## src/rtl/cmd_seq_if.sv

```systemverilog
// Command/response handshake between the UART wrapper (master) and the command sequencer (slave).
interface cmd_seq_if;
  logic [15:0] cmd;
  logic        cmd_rdy;
  logic        clr_cmd_rdy;
  logic        send_resp;
  logic [1:0]  resp_code;

  modport master (output cmd, output cmd_rdy, input clr_cmd_rdy, input send_resp, input resp_code);
  modport slave  (input cmd, input cmd_rdy, output clr_cmd_rdy, output send_resp, output resp_code);
endinterface

```

## src/rtl/cmd_seq_proc.sv

```systemverilog
// Queued command sequencer: decodes UART commands into CAL/MOVE/TOUR actions, drives the
// forward-speed ramp and heading error, and reports completion with a 2-bit response code.
module cmd_seq_proc #(
  parameter int          QDEPTH    = 4,
  parameter int          FRWRD_W   = 10,
  parameter int          INC_STEP  = 32,
  parameter int          DEC_STEP  = 64,
  parameter int          MAX_FRWRD = 768,
  parameter int          ERR_TOL   = 48,
  parameter logic [11:0] NUDGE     = 12'h1FF,
  parameter int          TMO_CYC   = 2**20
) (
  input  logic                      clk,
  input  logic                      rst,
  cmd_seq_if.slave                  bus,
  input  logic signed [11:0]        heading,
  input  logic                      heading_rdy,
  input  logic                      cal_done,
  input  logic                      lftIR,
  input  logic                      cntrIR,
  input  logic                      rghtIR,
  output logic                      strt_cal,
  output logic                      moving,
  output logic [FRWRD_W-1:0]        frwrd,
  output logic signed [11:0]        error,
  output logic                      tour_go,
  output logic                      fanfare_go,
  output logic [$clog2(QDEPTH):0]   q_count
);
  localparam int QW = $clog2(QDEPTH);
  localparam int CW = QW + 1;
  localparam int TW = $clog2(TMO_CYC + 1);
  localparam logic signed [12:0] TOL_P = 13'(ERR_TOL);
  localparam logic signed [12:0] TOL_N = -TOL_P;

  typedef enum logic [2:0] {IDLE, CAL, HEAD, RAMP_UP, RAMP_DOWN} state_t;

  state_t             state;
  logic [15:0]        q_mem [QDEPTH];
  logic [QW-1:0]      wr_ptr, rd_ptr;
  logic [15:0]        head_cmd;
  logic               is_abort, q_full, push, pop;
  logic signed [11:0] desired;
  logic [11:0]        nudge;
  logic signed [12:0] err_x;
  logic               in_tol;
  logic [4:0]         target, sq_cnt, next_cnt;
  logic [TW-1:0]      tmr;
  logic               cntr_q, rise;
  logic [1:0]         code;
  logic               fan_op;

  function automatic logic [FRWRD_W-1:0] ramp_inc(input logic [FRWRD_W-1:0] f);
    logic [FRWRD_W:0] s;
    s = {1'b0, f} + (FRWRD_W+1)'(INC_STEP);
    return (s >= (FRWRD_W+1)'(MAX_FRWRD)) ? FRWRD_W'(MAX_FRWRD) : s[FRWRD_W-1:0];
  endfunction

  function automatic logic [FRWRD_W-1:0] ramp_dec(input logic [FRWRD_W-1:0] f);
    return (f <= FRWRD_W'(DEC_STEP)) ? '0 : f - FRWRD_W'(DEC_STEP);
  endfunction

  assign is_abort        = bus.cmd_rdy && (bus.cmd[15:12] == 4'hF);
  assign q_full          = (q_count == CW'(QDEPTH));
  assign push            = bus.cmd_rdy && (bus.cmd[15:12] != 4'hF) && !q_full;
  // ABORT wins over dispatch so an abort in IDLE never starts a queued command.
  assign pop             = (state == IDLE) && (q_count != '0) && !is_abort;
  assign bus.clr_cmd_rdy = bus.cmd_rdy && ((bus.cmd[15:12] == 4'hF) || !q_full);
  assign head_cmd        = q_mem[rd_ptr];

  always_comb begin
    nudge = 12'h000;
    if (lftIR)       nudge = NUDGE;
    else if (rghtIR) nudge = -NUDGE;
  end

  assign error    = 12'(heading - desired + nudge);
  assign err_x    = 13'(error);
  assign in_tol   = (err_x > TOL_N) && (err_x < TOL_P);
  assign rise     = cntrIR && !cntr_q;
  assign next_cnt = sq_cnt + 5'(rise);
  assign moving   = (state == HEAD) || (state == RAMP_UP) || (state == RAMP_DOWN);

  always_ff @(posedge clk) begin
    if (push) q_mem[wr_ptr] <= bus.cmd;
  end

  always_ff @(posedge clk or posedge rst) begin
    if (rst) begin
      wr_ptr  <= '0;
      rd_ptr  <= '0;
      q_count <= '0;
    end else if (is_abort) begin
      wr_ptr  <= '0;
      rd_ptr  <= '0;
      q_count <= '0;
    end else begin
      if (push) wr_ptr <= wr_ptr + QW'(1);
      if (pop)  rd_ptr <= rd_ptr + QW'(1);
      case ({push, pop})
        2'b10:   q_count <= q_count + CW'(1);
        2'b01:   q_count <= q_count - CW'(1);
        default: q_count <= q_count;
      endcase
    end
  end

  always_ff @(posedge clk or posedge rst) begin
    if (rst) begin
      state      <= IDLE;
      frwrd      <= '0;
      desired    <= '0;
      target     <= '0;
      sq_cnt     <= '0;
      tmr        <= '0;
      code       <= 2'b00;
      fan_op     <= 1'b0;
      cntr_q     <= 1'b0;
      strt_cal   <= 1'b0;
      tour_go    <= 1'b0;
      fanfare_go <= 1'b0;
      bus.send_resp <= 1'b0;
      bus.resp_code <= 2'b00;
    end else begin
      strt_cal      <= 1'b0;
      tour_go       <= 1'b0;
      fanfare_go    <= 1'b0;
      bus.send_resp <= 1'b0;
      cntr_q        <= cntrIR;
      case (state)
        IDLE: begin
          if (is_abort) begin
            bus.send_resp <= 1'b1;
            bus.resp_code <= 2'b10;
          end else if (pop) begin
            case (head_cmd[15:12])
              4'h0: begin
                strt_cal <= 1'b1;
                state    <= CAL;
              end
              4'h2, 4'h3: begin
                desired <= (head_cmd[11:4] == 8'h00) ? 12'sh000 : {head_cmd[11:4], 4'hF};
                target  <= {head_cmd[3:0], 1'b0};
                frwrd   <= '0;
                code    <= 2'b00;
                fan_op  <= (head_cmd[15:12] == 4'h3);
                state   <= HEAD;
              end
              4'h4:    tour_go <= 1'b1;
              default: ;
            endcase
          end
        end
        CAL: begin
          if (is_abort || cal_done) begin
            state         <= IDLE;
            bus.send_resp <= 1'b1;
            bus.resp_code <= is_abort ? 2'b10 : 2'b00;
          end
        end
        HEAD: begin
          if (is_abort) begin
            state         <= IDLE;
            frwrd         <= '0;
            bus.send_resp <= 1'b1;
            bus.resp_code <= 2'b10;
          end else if (in_tol) begin
            sq_cnt <= '0;
            tmr    <= '0;
            state  <= RAMP_UP;
          end
        end
        RAMP_UP: begin
          if (heading_rdy) frwrd <= ramp_inc(frwrd);
          sq_cnt <= next_cnt;
          tmr    <= rise ? '0 : tmr + TW'(1);
          // Priority: abort, then square count reached, then stall timeout (a rise restarts the timer).
          if (is_abort) begin
            code  <= 2'b10;
            state <= RAMP_DOWN;
          end else if (next_cnt >= target) begin
            state <= RAMP_DOWN;
          end else if (!rise && (tmr == TW'(TMO_CYC - 1))) begin
            code  <= 2'b01;
            state <= RAMP_DOWN;
          end
        end
        RAMP_DOWN: begin
          if (is_abort) code <= 2'b10;
          if (frwrd == '0) begin
            state         <= IDLE;
            bus.send_resp <= 1'b1;
            bus.resp_code <= is_abort ? 2'b10 : code;
            fanfare_go    <= fan_op && !is_abort && (code == 2'b00);
          end else if (heading_rdy) begin
            frwrd <= ramp_dec(frwrd);
          end
        end
        default: state <= IDLE;
      endcase
    end
  end
endmodule
```

## src/flat_wrapper.sv

```systemverilog
// flat-port wrapper written by rule: the top's interface ports become plain ports
module cmd_seq_proc_flat 
#(
  parameter int          QDEPTH    = 4,
  parameter int          FRWRD_W   = 10,
  parameter int          INC_STEP  = 32,
  parameter int          DEC_STEP  = 64,
  parameter int          MAX_FRWRD = 768,
  parameter int          ERR_TOL   = 48,
  parameter logic [11:0] NUDGE     = 12'h1FF,
  parameter int          TMO_CYC   = 2**20
)
  (clk, rst, heading, heading_rdy, cal_done, lftIR, cntrIR, rghtIR, strt_cal, moving, frwrd, error, tour_go, fanfare_go, q_count, bus_cmd, bus_cmd_rdy, bus_clr_cmd_rdy, bus_send_resp, bus_resp_code);
  cmd_seq_if bus_i ();
  input  logic clk;
  input  logic rst;
  input  logic signed [11:0] heading;
  input  logic heading_rdy;
  input  logic cal_done;
  input  logic lftIR;
  input  logic cntrIR;
  input  logic rghtIR;
  output logic strt_cal;
  output logic moving;
  output logic [FRWRD_W-1:0] frwrd;
  output logic signed [11:0] error;
  output logic tour_go;
  output logic fanfare_go;
  output logic [$clog2(QDEPTH):0] q_count;
  input wire logic [$bits(bus_i.cmd)-1:0] bus_cmd;
  input wire logic [$bits(bus_i.cmd_rdy)-1:0] bus_cmd_rdy;
  output wire logic [$bits(bus_i.clr_cmd_rdy)-1:0] bus_clr_cmd_rdy;
  output wire logic [$bits(bus_i.send_resp)-1:0] bus_send_resp;
  output wire logic [$bits(bus_i.resp_code)-1:0] bus_resp_code;
  assign bus_i.cmd = bus_cmd;
  assign bus_i.cmd_rdy = bus_cmd_rdy;
  assign bus_clr_cmd_rdy = bus_i.clr_cmd_rdy;
  assign bus_send_resp = bus_i.send_resp;
  assign bus_resp_code = bus_i.resp_code;
  cmd_seq_proc #(.QDEPTH(QDEPTH), .FRWRD_W(FRWRD_W), .INC_STEP(INC_STEP), .DEC_STEP(DEC_STEP), .MAX_FRWRD(MAX_FRWRD), .ERR_TOL(ERR_TOL), .NUDGE(NUDGE), .TMO_CYC(TMO_CYC)) u_core (.clk(clk), .rst(rst), .bus(bus_i), .heading(heading), .heading_rdy(heading_rdy), .cal_done(cal_done), .lftIR(lftIR), .cntrIR(cntrIR), .rghtIR(rghtIR), .strt_cal(strt_cal), .moving(moving), .frwrd(frwrd), .error(error), .tour_go(tour_go), .fanfare_go(fanfare_go), .q_count(q_count));
endmodule
```

## config.mk

```make
export PLATFORM = sky130hd
export DESIGN_NAME = cmd_seq_proc_flat
export DESIGN_NICKNAME = d
export VERILOG_FILES = /design/src/rtl/cmd_seq_if.sv /design/src/rtl/cmd_seq_proc.sv /design/src/flat_wrapper.sv
export SDC_FILE = /design/constraint.sdc
export NUM_CORES = 1
export LEC_CHECK = 0
export CORE_UTILIZATION = 45
export CTS_CLUSTER_SIZE = 25
export DETAILED_ROUTE_END_ITERATION = 7
export GPL_ROUTABILITY_DRIVEN = 0
export GPL_TIMING_DRIVEN = 0
export PLACE_DENSITY = 0.65
export SLEW_MARGIN = 20
export SYNTH_ARGS = -nofsm -noshare
export SYNTH_HDL_FRONTEND = slang
export SYNTH_SLANG_ARGS = --single-unit
```

## constraint.sdc

```tcl
create_clock -name clk -period 5.7 [get_ports clk]
set_clock_uncertainty 0.15 [all_clocks]
set_input_delay 1.14 -clock clk [delete_from_list [all_inputs] [get_ports clk]]
set_output_delay 1.14 -clock clk [all_outputs]
set_load 0.1 [all_outputs]
```

==> results by group, run 1 <==
Synthesis
  • Synthesized flop and latch total: about 130
  • Post-synthesis sequential area ratio: between 50% and 60%
  • Synth Flop Type: edfxtp_1
  • Post-synthesis cell type count: between 60 and 70
  • Synthesized instance count: 600
  • Area contributors post-synth: edfxtp_1, dfrtp_1, ha_1
  • Async set or reset register ratio after synthesis: between 50% and 60%
  • Syn_area_per_cell: ~11 um2
  • Post-synth top area share: between 20% and 30%
  • Mapped Area: a little under 7000 um2
  • EDFF count, synth: 64
  • Largest area contributor in the netlist: edfxtp_1
  • Synth warnings: 0

Hold path
  • Hold Path Stages: 1
  • Worst hold-check path type: flop to flop
  • Hold EP: u_core.target[4]
  • Hold Startpoint: u_core.target[4]

STA
  • RSZ-0062 raised after global routing: false
  • Final Hold Fails: 0
  • Minimum clock period: approximately 5.4 ns
  • Worst Max-Slew Pin Slew: 0.973 ns
  • Final cycle utilization of the critical path: ~95%
  • Final Max Tran Viols: 0
  • Final setup vio count: 0
  • Slew headroom: 35.0%
  • Peak Freq: 184 MHz

Floorplanning
  • Die height: 126 um
  • Die Wd: 126 um
  • Die area: 15800 um2
  • Ports: 69
  • Core area: approximately 15000 um2
  • Std-Cell Rows: between 40 and 50
  • Initial Util: a little under half

Route
  • Wl on met1: around 6700 um
  • Via-to-Cell Ratio: 5.53
  • Wire per inst: between 15 and 20 um
  • Pre-antenna DRT Iters: 5
  • WL final: about 15000 um
  • Residual DRC: 0
  • DRT iter0 DRCs: 365
  • Wire length on met2: ~7200 um
  • Met3 routed WL: about 460 um
  • Antenna-violating nets left: 0
  • DR vias: a little under 5000
  • Top routing layer in use: met4

Setup path
  • Crit-path leading delay family: buffers and inverters
  • Startpoint Class: primary input
  • Crit path arrival time: 4.14 ns
  • Worst endpoint required time: ~4.4 ns
  • Worst Setup Path Type: primary input to primary output
  • Crit path capture type: primary output
  • R2r endpoint: u_core.tmr[12]
  • Slowest stage delay, CP: 1.17 ns
  • Critical path fanouts, max: 4
  • RR Startpoint: u_core.desired[3]
  • Buffer and inverter count on the worst path: 4
  • Max stage delay cell, worst path: clkdlybuf4s50_1
  • Worst R2R Path Depth: 11
  • Flop-to-flop setup slack: between 1.5 and 2 ns
  • Worst-path cell chain: clkdlybuf4s50_1, inv_1, fa_1, inv_1, fa_1, xor2_1, clkdlybuf4s50_1

Run
  • Max Cap Viol: 0

GRT
  • Gr ovfl total: 0
  • First-pass GRT wire length: around 24000 um
  • Total GRT Usage: between 10% and 20%
  • Vias in the first global route: 4931
  • Initial antenna violation count: 0
  • Largest net degree at the start of global routing: 40

Final layout
  • Nets@finish: ~770
  • Final instance area: between 8000 and 9000 um2
  • Area occupied by multi-input gates: between 3000 and 4000 um2
  • Area growth syn-to-layout: 23.0%
  • Antenna diodes: 0
  • Reg area: around 3500 um2
  • Share of layout cells above drive strength 1: between 10% and 20%
  • Fillers: roughly 1200

CTS
  • TritonCTS Buffers: 17
  • H-Tree Depth: 4
  • Max Buffers Root-to-Sink: 2
  • Clk slew on worst S/H paths: around 0.06 ns
  • CTS tree: done
  • CTS sink count: approximately 130
  • Clock Tree Root: clkbuf_16
  • Clk_lat worst skew: ~0.42 ns

Place
  • Placed inst area: 7830 um2
  • Port Buf Inserts: between 60 and 70
  • HPWL after detailed placement: between 10000 and 15000 um

Run status
  • Status: completed
==> cell usage after synthesis, types with 5 or more instances <==
| cell type | instances |
|---|---|
| a21o_1 | 10 |
| fa_1 | 12 |
| and3_1 | 9 |
| and2_1 | 9 |
| xnor2_1 | 19 |
| buf_4 | 6 |
| o21a_1 | 7 |
| edfxtp_1 | 64 |
| a211oi_1 | 6 |
| inv_1 | 62 |
| a32o_1 | 10 |
| o22ai_1 | 6 |
| clkbuf_1 | 12 |
| nand3_1 | 21 |
| xor2_1 | 5 |
| nor2_1 | 44 |
| o21ai_0 | 25 |
| nand4_1 | 7 |
| mux2_2 | 13 |
| ha_1 | 29 |
| dfrtp_1 | 64 |
| nand2_1 | 32 |
| a21oi_1 | 34 |
| mux4_2 | 16 |
| a31oi_1 | 11 |
| nor3_1 | 8 |
==> timing repair <==
| action | 4_1_cts | 5_1_grt |
|---|---|---|
| endpoints found under the setup margin | 9 | 10 |
| gates resized for setup | 39 | 8 |
| setup buffers | 5 | 0 |
| hold buffers | 0 | 0 |
| pin swaps | 1 | 4 |
==> kinds of logic (layout without fill, tap and decap cells) <==
logic type,after synthesis,count (layout),synth area share [%]
AOI/OAI and AO/OA,137,137,13.3
muxes,33,33,7.95
and+or+nand+nor,150,150,10.6
other,1,5,0.0544
adders and majority gates,41,41,8.75
DFF,128,128,51.1
buffers and inverters,86,187,5.08
xor gates and xnor gates,24,24,3.05
==> worst max-delay path by stage <==
stage	startpoint	end	slack, ns	depth (start not counted)
after CTS	lftIR	error[9]	0.007	12
after global routing	heading[6]	error[9]	0.18	12
after floorplan	lftIR	u_core.sq_cnt[0]	0.06	13
final	heading[1]	error[2]	0.27	7
after detailed placement	lftIR	error[9]	-0.91	11
after global placement	lftIR	error[9]	-0.88	11
==> layout make-up <==
cell class                      count  area share [%]
Sequential cell                   128            41.6
Multi-Input combinational cell    390            36.4
Timing Repair Buffer               69            8.18
Clock buffer                       17            5.02
Inverter                           62            2.82
Tap cell                          184            2.72
Clock inverter                     15            1.93
Buffer                             24            1.42
==> metrics by stage <==
| stage | setup TNS (ns) | worst slack, ns | hold WS (ns) | util, % | cells |
|---|---|---|---|---|---|
| floorplan | 0 | 0.0605 | 0.315 | - | 604 |
| global placement | -4.93 | -0.876 | 0.340 | 52.9 | 851 |
| detailed placement | -5.35 | -0.914 | 0.348 | 53.1 | 852 |
| CTS | 0 | 0.00742 | 0.362 | 57.4 | 889 |
| global route | 0 | 0.183 | 0.387 | 57.5 | 889 |
| finish | 0 | 0.274 | 0.356 | 57.5 | 889 |
==> registers in the layout, summed over array words and instances, names as in the netlist, 2 cells and up <==
name and count:
u_core.rd_ptr 2, u_core.code 2, u_core.sq_cnt 5, u_core.target 4, u_core.q_count 3, u_core.desired 9, u_core.frwrd 5, u_core.state 3
u_core.wr_ptr 2, u_core.q_mem 64, u_core.bus.resp_code 2, u_core.tmr 21
==> layer usage <==
metal	track usage (%)	up-vias
met5	0	-
met4	7.16	0
met3	3.44	9
met2	33.4	106
met1	25.3	2421
li1	-	2377
==> layout by cell type (no fill, tap or decap), types with 6 or more instances in the layout <==
cell type        count
a21o_1              10
a21oi_1             34
a31oi_1             11
a32o_1              10
and2_1               9
and3_1               9
buf_4               11
clkbuf_1            12
clkbuf_16           17
clkdlybuf4s50_1     53
dfrtp_1             64
edfxtp_1            64
fa_1                12
ha_1                27
inv_1               60
mux2_2              13
mux4_2              16
nand2_1             32
nand3_1             21
nand4_1              7
nor2_1              43
nor3_1               8
o21a_1               6
o21ai_0             25
o22ai_1              6
xnor2_1             15
Power of run 1 is left out: the tool's default activity adds up to more than one toggle a clock period on the data nets, which glitch-free logic cannot reach.
==> run 2: changes to the inputs <==
Settings changed: CORE_UTILIZATION 45 to 30, PLACE_DENSITY 0.65 to unset.
==> results by group, run 2 (same netlist as run 1, synthesis figures left out) <==
Run status
  • Status: completed

Floorplanning
  • Ports: 69 (unchanged)
  • Die height: 154 um (+22%)
  • Core area: 22600 um2 (+53%)
  • Initial Util: 30.5% (-16 points)
  • Std-Cell Rows: 55 (+25%)
  • Die area: 23600 um2 (+49%)
  • Die Wd: 154 um (+22%)

Setup path
  • Startpoint Class: primary input
  • Crit path arrival time: 4.11 ns (-0.03 ns)
  • Worst-path cell chain: clkdlybuf4s50_1, inv_1, fa_1, inv_1, fa_1, xor2_1, clkdlybuf4s50_1
  • Critical path fanouts, max: 4 (unchanged)
  • Max stage delay cell, worst path: clkdlybuf4s50_1
  • Worst Setup Path Type: primary input to primary output
  • Worst endpoint required time: 4.41 ns (about the same)
  • Crit-path leading delay family: buffers and inverters
  • Crit path capture type: primary output
  • Slowest stage delay, CP: 1.17 ns (about the same)
  • Buffer and inverter count on the worst path: 4 (unchanged)

Route
  • Via-to-Cell Ratio: 4.97 (-10%)
  • DR vias: 4901 (-0.24%)
  • Antenna-violating nets left: 0 (unchanged)
  • DRT iter0 DRCs: 288 (-21%)
  • Residual DRC: 0 (unchanged)
  • Pre-antenna DRT Iters: 5 (unchanged)
  • Wire per inst: 15.0 um (-8.1%)
  • WL final: 14800 um (+2.0%)

STA
  • Final Hold Fails: 0 (unchanged)
  • RSZ-0062 raised after global routing: false
  • Final setup vio count: 0 (unchanged)
  • Final Max Tran Viols: 0 (unchanged)
  • Worst hold slack: 0.359 ns (+0.00310 ns)
  • Worst Max-Slew Pin Slew: 0.995 ns (+0.0229 ns)
  • Peak Freq: 185 MHz (+0.46%)
  • Minimum clock period: 5.40 ns (-0.0250 ns)
  • Setup_tns: 0 ns (unchanged)
  • Slew headroom: 33.4% (-1.5 points)
  • Final cycle utilization of the critical path: 94.8% (-0.44 points)
  • PnR worst setup slack: 0.299 ns (+0.0250 ns)

CTS
  • Clock Tree Root: clkbuf_16
  • H-Tree Depth: 4 (unchanged)
  • Hold buffer count at cts: 0 (unchanged)
  • Clk slew on worst S/H paths: 0.07 ns (about the same)
  • Max Buffers Root-to-Sink: 2 (unchanged)
  • CTS tree: done
  • TritonCTS Buffers: 17 (unchanged)
  • CTS sink count: 128 (unchanged)
  • Clk_lat worst skew: 0.42 ns (about the same)

GRT
  • Largest net degree at the start of global routing: 51 (+28%)
  • Initial antenna violation count: 0 (unchanged)
  • Gr ovfl total: 0 (unchanged)
  • First-pass GRT wire length: 24700 um (+1.7%)
  • Total GRT Usage: 13.3% (-6.4 points)
  • Vias in the first global route: 4741 (-3.9%)

Final layout
  • Antenna diodes: 0 (unchanged)
  • Nets@finish: 766 (-0.39%)
  • Most frequent cells in the layout: dfrtp_1, edfxtp_1, inv_1
  • Biggest regs: u_core.q_mem (64), u_core.tmr (21), u_core.desired (9)
  • Area growth syn-to-layout: 25.0%
  • Most flops, register: u_core.q_mem
  • Share of layout cells above drive strength 1: 13.8% (-0.79 points)
  • Non-filler cells, final: 987 (+11%)
  • Max reg flops: 64 (unchanged)

Hold path
  • Worst hold-check path type: flop to flop

Place
  • Setup slack at placement: -0.910 ns (+0.00428 ns)
  • Port Buf Inserts: 63 (unchanged)
  • Placed cells: 953 (+12%)
  • HPWL after detailed placement: 10700 um (+2.8%)

Run
  • Max Cap Viol: 0 (unchanged)
## run 2: cell types whose count changed in the layout (fill, tap and decap cells not counted), moves of 2 or more
| cell | previous run | this run |
|---|---|---|
| buf_4 | 11 | 7 |
| ha_1 | 27 | 29 |
| ha_2 | 2 | 0 |
| inv_6 | 5 | 2 |
| inv_8 | 5 | 9 |
## run 2: path summary, 6_finish.rpt
path                                         from                to  slack, ns  cells past startpoint
worst min-delay path             u_core.target[2]  u_core.target[2]       0.36                      1
max in group asynchronous                     rst     u_core.tmr[3]       4.04                      3
min in group asynchronous                     rst   u_core.strt_cal       0.85                      2
worst max register to register  u_core.desired[3]  u_core.sq_cnt[1]       1.56                     11
worst min register to register   u_core.target[2]  u_core.target[2]       0.36                      1
worst max-delay path                   heading[1]          error[2]       0.30                      7
## run 2: metal layers
metal  vias up  part of all wire (%)  track usage (%)
met5         -                     0                0
met3         6                   4.3             3.38
li1       2380                     -                -
met1      2409                    47             17.5
met4         0                  0.62             3.62
met2       106                    49             21.6
## run 2: repair_timing
action                     4_1_cts  5_1_grt
setup endpoints to repair        9       10
resized for setup               38        4
pin swaps                        0        4
buffers inserted                 1        1
hold endpoints to repair         0        0
## run 2: through the flow
| step | utilization, % | cell area (um2) |
|---|---|---|
| 2_1_floorplan | - | 6950 |
| 3_3_place_gp | 35.2 | 7940 |
| 3_5_place_dp | 35.3 | 7970 |
| 4_1_cts | 38.1 | 8600 |
| 5_1_grt | 38.2 | 8610 |
| 6_report | 38.2 | 8610 |
## run 2: area by class of cell
cell class / count / area (um2)
Multi-Input combinational cell: 390 / 3080
Tap cell: 285 / 357
Timing Repair Buffer: 66 / 693
Fill cell: 2156 / 14000
Buffer: 24 / 118
Clock buffer: 17 / 425
Clock inverter: 15 / 183
Sequential cell: 128 / 3520
Inverter: 62 / 239
Power of run 2 is left out for the same reason.
